<file path="src/rtl/fifo_unpack_if.sv">
// Bundle of the FIFO read port and the narrow valid/ready output stream seen by fifo_unpack.
// The master side is the unpacker; the slave side is the surrounding FIFO and consumer.
interface fifo_unpack_if #(
    parameter int IN_WIDTH  = 32,
    parameter int OUT_WIDTH = 8
);
    logic                 fifo_empty;
    logic                 fifo_rd;
    logic [IN_WIDTH-1:0]  fifo_dout;
    logic                 m_valid;
    logic                 m_ready;
    logic [OUT_WIDTH-1:0] m_data;
    logic                 m_last;

    modport master (
        input  fifo_empty, fifo_dout, m_ready,
        output fifo_rd, m_valid, m_data, m_last
    );

    modport slave (
        output fifo_empty, fifo_dout, m_ready,
        input  fifo_rd, m_valid, m_data, m_last
    );
endinterface

</file>
<file path="src/rtl/fifo_unpack.sv">
// Width down-converter: pops wide words from a first-word-fall-through FIFO and emits
// them as IN_WIDTH/OUT_WIDTH narrow beats, one per cycle, with no bubble between words.
module fifo_unpack #(
    parameter int IN_WIDTH  = 32,
    parameter int OUT_WIDTH = 8,
    parameter bit LSB_FIRST = 1'b1
) (
    input  logic          clk,
    input  logic          rst,
    fifo_unpack_if.master bus
);
    localparam int RATIO = IN_WIDTH / OUT_WIDTH;
    localparam int CW    = (RATIO > 1) ? $clog2(RATIO) : 1;

    generate
        if (RATIO < 2 || (IN_WIDTH % OUT_WIDTH) != 0) begin : g_bad_ratio
            $error("fifo_unpack: IN_WIDTH must be an integer multiple (>=2) of OUT_WIDTH");
        end
    endgenerate

    typedef enum logic {
        IDLE,
        SHIFT
    } state_t;

    state_t               state_q, state_d;
    logic [IN_WIDTH-1:0]  word_q, word_d;
    logic [CW-1:0]        cnt_q, cnt_d;
    logic [CW-1:0]        sel;
    logic                 loaded;
    logic                 at_last;
    logic                 take;
    logic                 pop;
    logic [OUT_WIDTH-1:0] slice [RATIO];

    assign loaded  = (state_q == SHIFT);
    assign at_last = (cnt_q == CW'(RATIO - 1));
    assign take    = loaded & bus.m_ready;

    // Refill on the last-beat handshake so the next word's beat 0 follows with no gap.
    assign pop = ~rst & ~bus.fifo_empty & (~loaded | (take & at_last));

    assign bus.fifo_rd = pop;
    assign bus.m_valid = loaded;
    assign bus.m_last  = at_last & loaded;

    for (genvar i = 0; i < RATIO; i++) begin : g_slice
        assign slice[i] = word_q[i*OUT_WIDTH +: OUT_WIDTH];
    end

    assign sel        = LSB_FIRST ? cnt_q : (CW'(RATIO - 1) - cnt_q);
    assign bus.m_data = slice[sel];

    // NOTE: every signal gets its hold value before the case so no path leaves it unassigned (no latch).
    always_comb begin
        state_d = state_q;
        word_d  = word_q;
        cnt_d   = cnt_q;
        unique case (state_q)
            IDLE: begin
                if (pop) begin
                    word_d  = bus.fifo_dout;
                    cnt_d   = '0;
                    state_d = SHIFT;
                end
            end
            SHIFT: begin
                if (take) begin
                    if (!at_last) begin
                        cnt_d = cnt_q + 1'b1;
                    end else if (pop) begin
                        word_d = bus.fifo_dout;
                        cnt_d  = '0;
                    end else begin
                        state_d = IDLE;
                    end
                end
            end
            default: state_d = IDLE;
        endcase
    end

    // NOTE: the data register is reset too, because m_data must read zero while rst is high.
    // NOTE: state registers use non-blocking assignments so all of them update from pre-edge values.
    always_ff @(posedge clk or posedge rst) begin
        if (rst) begin
            state_q <= IDLE;
            word_q  <= '0;
            cnt_q   <= '0;
        end else begin
            state_q <= state_d;
            word_q  <= word_d;
            cnt_q   <= cnt_d;
        end
    end
endmodule

</file>
<file path="src/flat_wrapper.sv">
// flat-port wrapper written by rule: the top's interface ports become plain ports
module fifo_unpack_flat 
#(
    parameter int IN_WIDTH  = 32,
    parameter int OUT_WIDTH = 8,
    parameter bit LSB_FIRST = 1'b1
)
  (clk, rst, bus_fifo_empty, bus_fifo_dout, bus_m_ready, bus_fifo_rd, bus_m_valid, bus_m_data, bus_m_last);
  fifo_unpack_if #(.IN_WIDTH(IN_WIDTH), .OUT_WIDTH(OUT_WIDTH)) bus_i ();
  input  logic clk;
  input  logic rst;
  input wire logic [$bits(bus_i.fifo_empty)-1:0] bus_fifo_empty;
  input wire logic [$bits(bus_i.fifo_dout)-1:0] bus_fifo_dout;
  input wire logic [$bits(bus_i.m_ready)-1:0] bus_m_ready;
  output wire logic [$bits(bus_i.fifo_rd)-1:0] bus_fifo_rd;
  output wire logic [$bits(bus_i.m_valid)-1:0] bus_m_valid;
  output wire logic [$bits(bus_i.m_data)-1:0] bus_m_data;
  output wire logic [$bits(bus_i.m_last)-1:0] bus_m_last;
  assign bus_i.fifo_empty = bus_fifo_empty;
  assign bus_i.fifo_dout = bus_fifo_dout;
  assign bus_i.m_ready = bus_m_ready;
  assign bus_fifo_rd = bus_i.fifo_rd;
  assign bus_m_valid = bus_i.m_valid;
  assign bus_m_data = bus_i.m_data;
  assign bus_m_last = bus_i.m_last;
  fifo_unpack #(.IN_WIDTH(IN_WIDTH), .OUT_WIDTH(OUT_WIDTH), .LSB_FIRST(LSB_FIRST)) u_core (.clk(clk), .rst(rst), .bus(bus_i));
endmodule
</file>
<file path="config.mk">
export PLATFORM = sky130hd
export DESIGN_NAME = fifo_unpack_flat
export DESIGN_NICKNAME = d
export VERILOG_FILES = /design/src/rtl/fifo_unpack_if.sv /design/src/rtl/fifo_unpack.sv /design/src/flat_wrapper.sv
export SDC_FILE = /design/constraint.sdc
export NUM_CORES = 1
export LEC_CHECK = 0
export CAP_MARGIN = 20
export CORE_MARGIN = 3
export CORE_UTILIZATION = 43
export CTS_BUF_LIST = sky130_fd_sc_hd__clkbuf_16
export DETAILED_ROUTE_END_ITERATION = 16
export HOLD_SLACK_MARGIN = 0.06
export PLACE_DENSITY = 0.84
export SYNTH_ARGS = -nofsm -noshare
export SYNTH_HDL_FRONTEND = slang
export SYNTH_SLANG_ARGS = --single-unit
</file>
<file path="constraint.sdc">
create_clock -name clk -period 4.3 [get_ports clk]
set_clock_uncertainty 0.15 [all_clocks]
set_input_delay 0.645 -clock clk [delete_from_list [all_inputs] [get_ports clk]]
set_output_delay 0.645 -clock clk [all_outputs]
set_load 0.03 [all_outputs]
</file>
==> summary.md <==
| Metric | Value |
|---|---|
| CP bufs+invs | 1 |
| Wire per inst | ~16 um |
| Clock sinks | 35 |
| Post-CTS Setup Bufs | 0 |
| Die Ht | 66.0 um |
| Hold_buf cts | 0 |
| Worst r2r src | u_core.cnt_q[0]$_DFFE_PP0N_ |
| Yosys Warn Count | 0 |
| WHS Endpoint | u_core.word_q[18]$_DFFE_PP0P_ |
| Fmax | 310 MHz |
| Leading area contributor after synthesis | dfrtp_1 |
| Hold_sp | u_core.word_q[18]$_DFFE_PP0P_ |
| Routability cong. | roughly 0.73 |
| Peak supply drop | around 0.37 mV |
| Initial antenna violation count | 0 |
| CP Cell Sequence | ha_1, nand2_1, a211oi_4, clkdlybuf4s50_1 |
| Hold crit path type | reg -> reg |
| Register-to-register setup slack | between 1.5 and 2 ns |
| RSZ-0062 raised after global routing | false |
| WS Path Type | reg -> out |
| Fin. max-slew vios | 0 |
| Delay-heaviest family, CP | buffers and inverters |
| DPL Wire Length | roughly 2.2 mm |
| CTS tree | yes |
| Max cap viols | 0 |
| Final instance area | ~2200 um2 |
| Power Dens Cells | 774 nW/um2 |
| Final Critical Period | 3.23 ns |
| Clk root buf | clkbuf_16 |
| Synthesis-stage register bit count | 35 |
| Nets@finish | 180 |
| Fin crit share | 75.0% |
| CTS resizes | 0 |
| GRT Overall Usage | between 10% and 20% |
| Worst slew margin | slightly below 60% |
| Row cnt | 21 |
| Synth unique cells | 17 |
| Largest net degree at the start of global routing | 35 |
| Final hold vios | 0 |
| DR pass1 iterations | 2 |
| Initial Util | 45.7% |
| Req. time, crit path | ~3.5 ns |
| IO buf count | 46 |
| Die extent in x | ~66 um |
| Slew @ Worst Pin | 0.606 ns |
| Synth-to-Final Area Change | 42.4% |
| Number of diodes | 0 |
| First-pass GRT wire length | between 4 and 5 mm |
| Seq/Total Area, Yosys | a little under three fifths |
| Via/cell ratio | between 5 and 6 |
| Synth top area share | a little under three fifths |
| Die area | ~4400 um2 |
| Clock latency on the worst-skew pair | between 0.2 and 0.3 ns |
| Drt drc | 0 |
| DP Area | roughly 2000 um2 |
| Clock slew seen by the registers of the worst setup and hold paths | 0.05 ns |
| Max Root-Sink Buffers | 2 |
| DR vias | about 960 |
| LEAKAGE | just over 0.9 nW |
| Status | finished clean |
| Largest stage delay, worst path | 0.74 ns |
| Hold-critical path depth | 1 |
| Vias in the first global route | ~1,000 |
| Core Footprint | roughly 3400 um2 |
| Worst Setup Start Kind | flip-flop |
| WL final | between 3 and 4 mm |
| Syn avg cell area | between 15 and 20 um2 |
| Mapped cell area | between 1500 and 2000 um2 |
| WP data arrival | 2.43 ns |
| Initial drt markers | 32 |
| Fraction of layout cells with a size suffix above 1 | 33.3% |
| Total grt overflow | 0 |
| Syn_nets | ~130 |
| IO Pins | 47 |
| ANT nets after route | 0 |
| R2R Path End | u_core.word_q[7]$_DFFE_PP0P_ |
| Setup crit end kind | output port |
| Final setup viols | 0 |
| TNS Setup | 0 ns |
| H-tree lvl count | 2 |
| Synth area leaders | dfrtp_1, mux2_2, mux4_2 |
| Synth Instances | between 90 and 100 |
| Worst R2R Path Depth | 5 |
| CP max FO | 10 |
| CTS buffer count | 5 |
| Critical-path top delay cell | clkdlybuf4s50_1 |
worst max-delay path by stage:
stage / startpoint / endpoint / slack, ns / cells after the start
after floorplan: bus_m_ready / bus_fifo_rd / 2.12 / 3
after global placement: bus_m_ready / bus_fifo_rd / 1.24 / 4
after detailed placement: bus_m_ready / bus_fifo_rd / 1.21 / 4
after CTS: u_core.cnt_q[0]$_DFFE_PP0N_ / bus_fifo_rd / 1.01 / 4
after global routing: u_core.cnt_q[0]$_DFFE_PP0N_ / bus_fifo_rd / 0.95 / 4
final: u_core.cnt_q[0]$_DFFE_PP0N_ / bus_fifo_rd / 1.07 / 4
logic make-up (layout without fill, tap and decap cells):
| kind of cell | Yosys count | count (layout) | synth area share, % |
|---|---|---|---|
| flip-flops | 35 | 35 | 56.6 |
| buffers and inverters | 6 | 58 | 2.99 |
| adder cells (fa/ha/maj) | 1 | 1 | 0.808 |
| AO/OA/AOI/OAI | 2 | 2 | 1.62 |
| AND/OR/NAND/NOR | 6 | 6 | 1.86 |
| XOR/XNOR | 1 | 1 | 0.566 |
| multiplexers | 41 | 41 | 35.6 |
metrics by stage:
stage | power, mW | util [%] | worst slack (ns) | hold WS (ns) | instances
global route | 1.81 | 65.0 | 0.953 | 0.366 | 190
CTS | 1.73 | 64.2 | 1.01 | 0.340 | 189
detailed placement | 1.39 | 60.1 | 1.21 | 0.328 | 181
global placement | 1.36 | 60.1 | 1.24 | 0.315 | 181
finish | 1.71 | 65.0 | 1.07 | 0.338 | 190
floorplan | 1.13 | - | 2.12 | 0.302 | 92
Yosys cell counts (all sizes together):
cell	instances
dfrtp	35
mux2	32
mux4	8
buf	4
nand2	2
nor2	2
a211oi	1
and2	1
clkbuf	1
ha	1
inv	1
mux2i	1
nand3b	1
o21ai	1
xor2	1
registers in the layout, summed over array words and instances, names as in the netlist:
name and flops:
u_core.bus.m_valid 1, u_core.cnt_q 2, u_core.word_q 32
layout make-up:
| type | count | area, um2 |
|---|---|---|
| timing repair buffer | 49 | 503 |
| sequential | 35 | 876 |
| multi-input combinational | 51 | 626 |
| clock buffer | 5 | 125 |
| tap | 46 | 57.6 |
| clock inverter | 3 | 12.5 |
| inverter | 1 | 3.75 |
| fill | 232 | 1190 |
placed cells by master, fill, tap and decap left out, types with 2 or more instances in the layout:
cell type	n
clkdlybuf4s50_1	46
buf_4	2
dfrtp_1	35
clkbuf_16	5
nand2_1	2
inv_1	3
mux4_2	8
mux2_2	30
mux2_1	2
nor2_1	2
layer usage:
metal / share of wire, % / up-vias / track usage, %
li1: - / 440 / -
met1: 40 / 483 / 19.3
met2: 52 / 29 / 23.7
met3: 6.7 / 5 / 4.25
met4: 1.4 / 0 / 6.85
met5: 0 / - / 0
where the power goes:
group | internal, mW | total (mW) | switching (mW) | leakage, nW
combinational | 0.435 | 0.758 | 0.324 | 0.419
sequential | 0.497 | 0.620 | 0.123 | 0.417
clock | 0.209 | 0.327 | 0.119 | 0.0762
total | 1.14 | 1.71 | 0.566 | 0.912
No activity file was read; power rests on OpenSTA's default activity.
